<file path="src/rtl/stream_framer.sv">
// Transmit-side framer: cuts an unframed word stream into first/last-marked frames
// of a configured length (or shorter on flush) behind a single register slice.
module stream_framer #(
    parameter int unsigned DATA_W = 32,
    parameter int unsigned LEN_W  = 16,
    parameter int unsigned CNT_W  = 16
) (
    input  logic              clk,
    input  logic              rst,
    input  logic [LEN_W-1:0]  cfg_len,
    input  logic              flush,
    input  logic              valid_rx,
    output logic              ready_rx,
    input  logic [DATA_W-1:0] payload_rx,
    output logic              valid_tx,
    input  logic              ready_tx,
    output logic              first_tx,
    output logic              last_tx,
    output logic [DATA_W-1:0] payload_tx,
    output logic [CNT_W-1:0]  frame_count,
    output logic              in_frame
);

    logic [LEN_W-1:0]  idx_q, idx_d;
    logic [LEN_W-1:0]  len_lat_q, len_lat_d;
    logic              flush_pending_q, flush_pending_d;
    logic              valid_q, valid_d;
    logic              first_q, first_d;
    logic              last_q, last_d;
    logic [DATA_W-1:0] payload_q, payload_d;
    logic [CNT_W-1:0]  frame_count_q, frame_count_d;

    logic              accept_c;
    logic              idle_c;
    logic              is_last_c;
    logic [LEN_W-1:0]  eff_len_c;
    logic [LEN_W-1:0]  cur_len_c;
    logic [LEN_W-1:0]  idx_inc_c;

    // The slice can take a new word whenever it is empty or draining this cycle.
    assign ready_rx = !valid_q || ready_tx;
    assign in_frame = (idx_q != '0);

    always_comb begin
        idx_d           = idx_q;
        len_lat_d       = len_lat_q;
        flush_pending_d = flush_pending_q;
        valid_d         = valid_q;
        first_d         = first_q;
        last_d          = last_q;
        payload_d       = payload_q;
        frame_count_d   = frame_count_q;

        accept_c  = valid_rx && ready_rx;
        idle_c    = (idx_q == '0);
        eff_len_c = (cfg_len == '0) ? LEN_W'(1) : cfg_len;
        cur_len_c = idle_c ? eff_len_c : len_lat_q;
        idx_inc_c = idx_q + LEN_W'(1);
        is_last_c = flush || flush_pending_q || (idx_inc_c == cur_len_c);

        if (accept_c) begin
            valid_d         = 1'b1;
            payload_d       = payload_rx;
            first_d         = idle_c;
            last_d          = is_last_c;
            idx_d           = is_last_c ? '0 : idx_inc_c;
            flush_pending_d = 1'b0;
            if (idle_c) begin
                len_lat_d = eff_len_c;
            end
        end else begin
            if (ready_tx) begin
                valid_d = 1'b0;
            end
            // A flush with nothing open is dropped so empty frames never appear.
            if (flush && !idle_c) begin
                flush_pending_d = 1'b1;
            end
        end

        if (valid_q && ready_tx && last_q) begin
            frame_count_d = frame_count_q + CNT_W'(1);
        end
    end

    always_ff @(posedge clk or negedge rst) begin
        if (!rst) begin
            idx_q           <= '0;
            len_lat_q       <= '0;
            flush_pending_q <= 1'b0;
            valid_q         <= 1'b0;
            first_q         <= 1'b0;
            last_q          <= 1'b0;
            payload_q       <= '0;
            frame_count_q   <= '0;
        end else begin
            idx_q           <= idx_d;
            len_lat_q       <= len_lat_d;
            flush_pending_q <= flush_pending_d;
            valid_q         <= valid_d;
            first_q         <= first_d;
            last_q          <= last_d;
            payload_q       <= payload_d;
            frame_count_q   <= frame_count_d;
        end
    end

    assign valid_tx    = valid_q;
    assign first_tx    = first_q;
    assign last_tx     = last_q;
    assign payload_tx  = payload_q;
    assign frame_count = frame_count_q;

endmodule

</file>
<file path="config.mk">
export PLATFORM = sky130hd
export DESIGN_NAME = stream_framer
export DESIGN_NICKNAME = d
export VERILOG_FILES = /design/src/rtl/stream_framer.sv
export SDC_FILE = /design/constraint.sdc
export NUM_CORES = 1
export LEC_CHECK = 0
export CORE_MARGIN = 5
export CORE_UTILIZATION = 50
export CTS_CLUSTER_SIZE = 12
export DETAILED_ROUTE_END_ITERATION = 12
export MAX_ROUTING_LAYER = met4
export PLACE_DENSITY = 0.85
export SLEW_MARGIN = 20
export SYNTH_ARGS = -nofsm -noshare
export SYNTH_HDL_FRONTEND = slang
export SYNTH_SLANG_ARGS = --single-unit
export TNS_END_PERCENT = 50
</file>
<file path="constraint.sdc">
create_clock -name clk -period 3.43 [get_ports clk]
set_input_delay 0.686 -clock clk [delete_from_list [all_inputs] [get_ports clk]]
set_output_delay 0.686 -clock clk [all_outputs]
set_load 0.02 [all_outputs]
</file>
---- After elaboration in Yosys (flattened, before gate mapping) ----
Cells that the tools add are included.
cells by class
  $add $sub $neg .......................... 2
  eq/ne operators ......................... 1
  mux-type cells .......................... 7
  reduce and logical (&&, ||, !) cells .... 14
operators with widths
  kind                   number
  $mux 16                3
  $add 16x1->16 const B  2
  $logic_not 16->1       2
  $eq 16x16->1           1
  $reduce_bool 16->1     1
  $logic_and 1x1->1      4
  $mux 1                 4
  $reduce_bool 2->1      2
  $logic_or 1x1->1       3
  $logic_not 1->1        2
word-level totals
  register bits after elaboration ......... 84
  output and inout bits ................... 53
  word-level logic and storage cells ...... 32

---- Longest topological paths before layout ----
Gate-level depths: netlist of the first run.
  word-level depth ........................ 6
  gate-level depth with buffers ........... 13
  depth with buffers taken out ............ 10

---- Worst setup path after synthesis of the first run ----
Ideal clock, no wire load.
  path type ............................... reg-to-reg
  start point ............................. register idx_q[0]
  end point ............................... register idx_q[1]
  setup time .............................. 0.133 ns
  data arrival time ....................... 2.803 ns
  path slack .............................. 0.494 ns
  cell stages (with the launch flop) ...... 13
  path through ............................ dfrtp_1 > clkbuf_1 > inv_1 > ha_1 > nor4b_4 > nand4_4 > mux2_2 > o221ai_1 > a2111oi_2 > nand3_4 > o21ai_4 > buf_6 > o22ai_1
between the ends
  longest elaborated chain between the ends .. 5
  elaborated cells between the ends (all ways) .. 6
  those cells by class .................... 1 x add/sub; 1 x eq/ne; 2 x mux; 2 x reduce/logical
ends and longest elaborated chain
  what                                                   line  text
  start: declaration                                     24    logic [LEN_W-1:0] idx_q, idx_d;
  start signal: assignment                               97    idx_q <= idx_d;
  branches (longest 4 deep; another with $add 16x1->16)  --
  $mux 16 *                                              66    idx_d = is_last_c ? '0 : idx_inc_c;
Mark *: on every way between the ends.
A chain may end at the register's enable or synchronous reset.

---- Worst setup path in the final report of the first run ----
  start point ............................. register idx_q[0]
  end point ............................... register idx_q[5]
Same word-level chain as after synthesis.

==> results.yml, run 1 <==
global_routing:
  use_met2_pct: 36.2
  use_met1_pct: 28.0
  grtUsageTotal_pct: 22.4
  grt_max_degree: 85
  top_usage_layer: "met2"
  grt_pass1_vias: 3706
  grt_antenna_before_repair: 0
  grt_pass1_wl_um: 18000
  grt_use_met3_pct: 3.45
  overflow: 0
clock_network:
  cts_buffer_depth: 2
  cts_buffers: 9
  cts-root-buf: "clkbuf_8"
  cts_sinks: 84
  ctsResizeCount: 0
  clkTransAtPathRegs_ns: 0.09
  htreeDepth: 3
  clk-insertion-delay-late_ns: 0.35
  cts_tree: "yes"
sta:
  min_period_over_period_pct: 89.8
  max_freq_ghz: 0.325
  setup_tns_ns: 0
  setup-violations-final: 0
  final_period_minus_worst_setup_slack_ns: 3.08
  worst_slew_pin_slew_ns: 0.783
  rsz0062_at_grt: "no"
  slew_headroom_pct: 47.8
  hold_violations: 0
  drv_slew: 0
  fin_skew_ns: 0.00608
  hold_slack_ns: 0.345
drt:
  wl_per_cell_um: 16.8
  drt_first_pass_iters: 4
  vias: 3649
  drc: 0
  drt_wl_total_um: 11000
  drtIter0Drc: 275
  ant_nets: 0
  vias_per_cell: 5.56
placement:
  hpwl_um: 8110
  io_buffers: 105
  place.gp.congestion: 0.852
synthesis:
  mappedNetlistNets: 488
  synth_area_leaders: "dfrtp_1 (49%), nand2_1 (10%), mux2_2 (5.0%), xnor2_1 (4.5%), xor2_1 (3.3%)"
  ys_ff_latch: 84
  syn_inst: 432
  ys_seq_area_share_pct: 48.9
  synth.avg_cell_area_um2: 9.95
  synth_top_area_cell: "dfrtp_1"
  synth.distinct_cells: 47
  synth_top_area_share_pct: 48.9
  syn_area_um2: 4300
  yosysWarnings: 0
worst_setup_path:
  path_cells: "inv_1, ha_1, nor4b_4, and4_1, mux2_2, nand3_1, nor4b_2, buf_4, a31oi_1, a211oi_1, o31ai_1"
  r2r_slack_ns: 0.35
  slowest_delay_ns: 0.49
  worstPathRequired_ns: 3.66
  cp-end-kind: "flop"
  crit_arrival_ns: 3.31
  cpMaxStageDelayCell: "dfrtp_1"
  cp-start-kind: "flop"
  cp_max_fo: 9
  path_class: "reg -> reg"
pwr:
  p_per_area_nw_per_um2: 611
  finalPower_mw: 3.49
  ir_worst_vdd_uv: 330
  p_leak_nw: 2.53
finish:
  seq_area_um2: 2100
  final_nets: 602
  final_layout_size_suffix_gt1_share_pct: 12.9
  multi_input_area_um2: 2050
  antennaDiodeCount: 0
  fillers: 620
  syn_to_final_growth_pct: 32.8
  mostFrequentLayoutCells: "nand2_1 (115), clkdlybuf4s50_1 (104), dfrtp_1 (84), xnor2_1 (22), buf_4 (21)"
  mostFrequentLayoutCell: "nand2_1"
hold_path:
  hp-class: "in -> async"
die:
  row_count: 33
  die_x_um: 103
  die_area_um2: 10600
  start_util_pct: 51.8
  io_pins: 106
  die_height_um: 103
  core_area_um2: 8300
job:
  drv_cap: 0
run_status:
  status: "complete, no violations"
cells by family after synthesis:
family / Yosys count / share of synthesized area [%]
muxes: 29 / 7.31
and+or+nand+nor: 196 / 23.2
xor gates and xnor gates: 38 / 7.74
DFF: 84 / 48.9
adders and majority gates: 3 / 0.873
AOI/OAI and AO/OA: 51 / 8.53
buffers and inverters: 31 / 3.46
cell type report:
class,instances,area share [%]
Timing Repair Buffer,126,21.2
Clock inverter,6,0.855
Multi-Input combinational cell,317,35.9
Sequential cell,84,36.8
Clock buffer,10,2.41
Inverter,8,0.526
Tap cell,105,2.30
report_power, final:
| group | internal, mW | total [mW] | switching, mW |
|---|---|---|---|
| clock network | 0.287 | 0.662 | 0.375 |
| logic | 0.691 | 1.40 | 0.705 |
| registers | 1.20 | 1.43 | 0.225 |
| total | 2.18 | 3.49 | 1.30 |
sequential cells by signal, indices dropped and copies added (netlist names):
signal / count
idx_q: 16
flush_pending_q: 1
last_tx: 1
valid_tx: 1
len_lat_q: 16
frame_count: 16
first_tx: 1
payload_tx: 32
timing repair:
item | CTS | global route
hold buffers | 0 | 0
buffers inserted | 0 | 8
setup endpoints to repair | 0 | 15
cells in the mapped netlist, drive strengths merged:
| master | n |
|---|---|
| nand2 | 115 |
| dfrtp | 84 |
| xnor2 | 22 |
| mux2 | 19 |
| nand3 | 17 |
| xor2 | 16 |
| clkbuf | 14 |
| nor2 | 12 |
| and3 | 10 |
| mux2i | 10 |
| a21oi | 9 |
| buf | 9 |
| nand4 | 9 |
| nor3 | 9 |
| o21ai | 9 |
| inv | 8 |
| nor4 | 7 |
| a211oi | 5 |
| and2 | 5 |
| nand2b | 5 |
| o31ai | 5 |
| a31oi | 4 |
| and4 | 4 |
| o22ai | 4 |
| ha | 3 |
| a221oi | 2 |
| a31o | 2 |
| a41oi | 2 |
| nor4b | 2 |
| o221ai | 2 |
| a2111oi | 1 |
| a211o | 1 |
| a21boi | 1 |
| a21o | 1 |
| a311oi | 1 |
| nand3b | 1 |
| o211ai | 1 |
| o21a | 1 |
final timing paths:
check | start | endpoint | cells past startpoint
max | idx_q[0] | idx_q[5] | 11
min | rst | len_lat_q[7] | 1
max reg2reg | idx_q[0] | idx_q[5] | 11
min reg2reg | payload_tx[18] | payload_tx[18] | 2
max in group asynchronous | rst | idx_q[14] | 1
min in group clk | payload_tx[18] | payload_tx[18] | 2
per-stage QoR:
| stage | utilization [%] | setup slack [ns] | std cells | instance area [µm²] |
|---|---|---|---|---|
| after floorplan | - | 0.494 | 432 | 4300 |
| after global placement | 65.7 | 0.246 | 632 | 5460 |
| after detailed placement | 65.7 | 0.0715 | 632 | 5460 |
| after CTS | 68.0 | 0.170 | 648 | 5640 |
| after global routing | 68.8 | 0.174 | 656 | 5710 |
| final | 68.8 | 0.349 | 656 | 5710 |
worst max-delay path: cells and delay by family, from the launching register on:
family | cells | cell delay (ns)
and+or+nand+nor | 4 | 1.14
DFF | 1 | 0.49
AOI/OAI and AO/OA | 3 | 0.48
muxes | 1 | 0.38
buffers and inverters | 2 | 0.31
adders and majority gates | 1 | 0.15
metal layers:
metal | vias to the layer above | wire length, µm
met5 | - | 0
met4 | 0 | 325
met3 | 32 | 557
met2 | 139 | 5650
met1 | 1765 | 4460
li1 | 1713 | -
No activity file was read; power rests on OpenSTA's default activity.
==> inputs of run 2 (changes only) <==
Settings changed: CORE_MARGIN 5 to 2, MAX_ROUTING_LAYER met4 to default.
==> run 2 against run 1 <==
Critical path depth grew 1. Clock skew grew 0.0040 ns. Combinational power is essentially flat. Core utilization is essentially flat. Fmax grew 0.97%. Critical endpoint is now idx_q[1]. Worst setup slack gained 0.030 ns.
==> results.yml, run 2 (synthesis gave the netlist of run 1 again) <==
run_status:
  status: "complete, no violations"
sta:
  hold_violations: 0
  final_period_minus_worst_setup_slack_ns: 3.05
  fin_skew_ns: 0.0100
  worst_slew_pin_slew_ns: 0.760
  post-route-worst-setup-slack_ns: 0.378
  max_freq_ghz: 0.328
  drv_slew: 0
  setup-violations-final: 0
  rsz0062_at_grt: "no"
  min_period_over_period_pct: 89.0
  setup_tns_ns: 0
  slew_headroom_pct: 49.3
placement:
  io_buffers: 105
  place.gp.congestion: 0.894
  post-place-ws_ns: 0.232
  hpwl_um: 7370
worst_setup_path:
  path_class: "reg -> reg"
  crit_arrival_ns: 3.27
  cp-start-kind: "flop"
  cp_max_fo: 9
  worstPathRequired_ns: 3.65
  cp-end-kind: "flop"
clock_network:
  hold_buffers: 0
  cts_tree: "yes"
  cts_sinks: 84
  htreeDepth: 3
  cts-root-buf: "clkbuf_8"
  ctsResizeCount: 0
  cts_buffers: 9
  clk-insertion-delay-late_ns: 0.36
  cts_buffer_depth: 2
  clkTransAtPathRegs_ns: 0.09
drt:
  drt_first_pass_iters: 6
  drtIter0Drc: 369
  wl_per_cell_um: 16.0
  vias: 3586
  vias_per_cell: 5.51
  ant_nets: 0
  drc: 0
  drt_wl_total_um: 10400
hold_path:
  hp-class: "in -> async"
pwr:
  ir_worst_vdd_uv: 326
  p_leak_nw: 2.52
  p_per_area_nw_per_um2: 610
global_routing:
  grt_pass1_wl_um: 17600
  grt_antenna_before_repair: 0
  grt_max_degree: 85
  overflow: 0
  grt_pass1_vias: 3522
  grtUsageTotal_pct: 22.8
die:
  io_pins: 106
  die_height_um: 96.7
  core_area_um2: 8260
  row_count: 33
  start_util_pct: 52.0
  die_area_um2: 9350
  die_x_um: 96.7
finish:
  final_layout_size_suffix_gt1_share_pct: 12.1
  antennaDiodeCount: 0
  mostFrequentLayoutCell: "nand2_1"
  syn_to_final_growth_pct: 32.1
  mostFrequentLayoutCells: "nand2_1 (115), clkdlybuf4s50_1 (104), dfrtp_1 (84), xnor2_1 (22), mux2_2 (19)"
  largest_reg_flops: 32
  final_nets: 597
job:
  drv_cap: 0
## run 2: cell types whose count changed in the layout (fill, tap and decap cells not counted), sizes merged
cell	previous run	this run
clkinvlp	3	1
inv	9	11
clkinv	2	3
clkbuf	10	9
buf	22	17
## run 2: critical path: stages (launching register included)
cell     delay (ns)
dfrtp_1        0.49
inv_1          0.11
ha_1           0.16
nor4b_4        0.33
nand4_4        0.26
buf_12         0.22
mux2i_1        0.18
xor2_1         0.12
nor4_4         0.43
nand3_4        0.17
o21ai_4        0.16
buf_4          0.19
o22ai_1        0.09
## run 2: final timing paths
check                                      end  cells past startpoint  slack (ns)          start
min in group clk                 payload_tx[5]                      2        0.48  payload_tx[5]
max in group asynchronous       payload_tx[11]                      1        2.54            rst
worst max-delay path                  idx_q[1]                     12        0.38       idx_q[0]
worst min-delay path              len_lat_q[0]                      1        0.36            rst
worst max register to register        idx_q[1]                     12        0.38       idx_q[0]
worst min register to register   payload_tx[5]                      2        0.48  payload_tx[5]
## run 2: layout make-up
class	count	area (µm²)
clock buffers	9	124
well taps	105	131
clock inverters	7	58.8
fillers	617	2580
inverters	8	30.0
multi-input cells	317	2050
repair buffers	121	1180
flip-flops and latches	84	2100
## run 2: stage by stage
stage / area, µm² / cells / hold slack (ns) / utilization [%] / total power [mW]
final: 5680 / 651 / 0.358 / 68.8 / 3.47
after CTS: 5630 / 647 / 0.484 / 68.2 / 3.45
after floorplan: 4300 / 432 / 0.390 / - / 2.29
after global routing: 5680 / 651 / 0.404 / 68.8 / 3.67
after detailed placement: 5450 / 631 / 0.461 / 66.0 / 2.77
after global placement: 5450 / 631 / 0.455 / 66.0 / 2.73
## run 2: metal layers
layer / global-route usage, % / part of all wire [%] / up-vias
li1: - / - / 1710
met1: 30.3 / 42 / 1705
met2: 37.1 / 49 / 138
met3: 3.90 / 5.9 / 33
met4: 9.21 / 3.2 / 0
met5: 0 / 0 / -
## run 2: power by group
part           switching (mW)  internal (mW)
sequential              0.218           1.20
combinational           0.689          0.685
clock                   0.397          0.274
## run 2: repair_timing
item	CTS	global route
buffers inserted	0	4
endpoints found under the setup margin	0	2
hold endpoints to repair	0	0
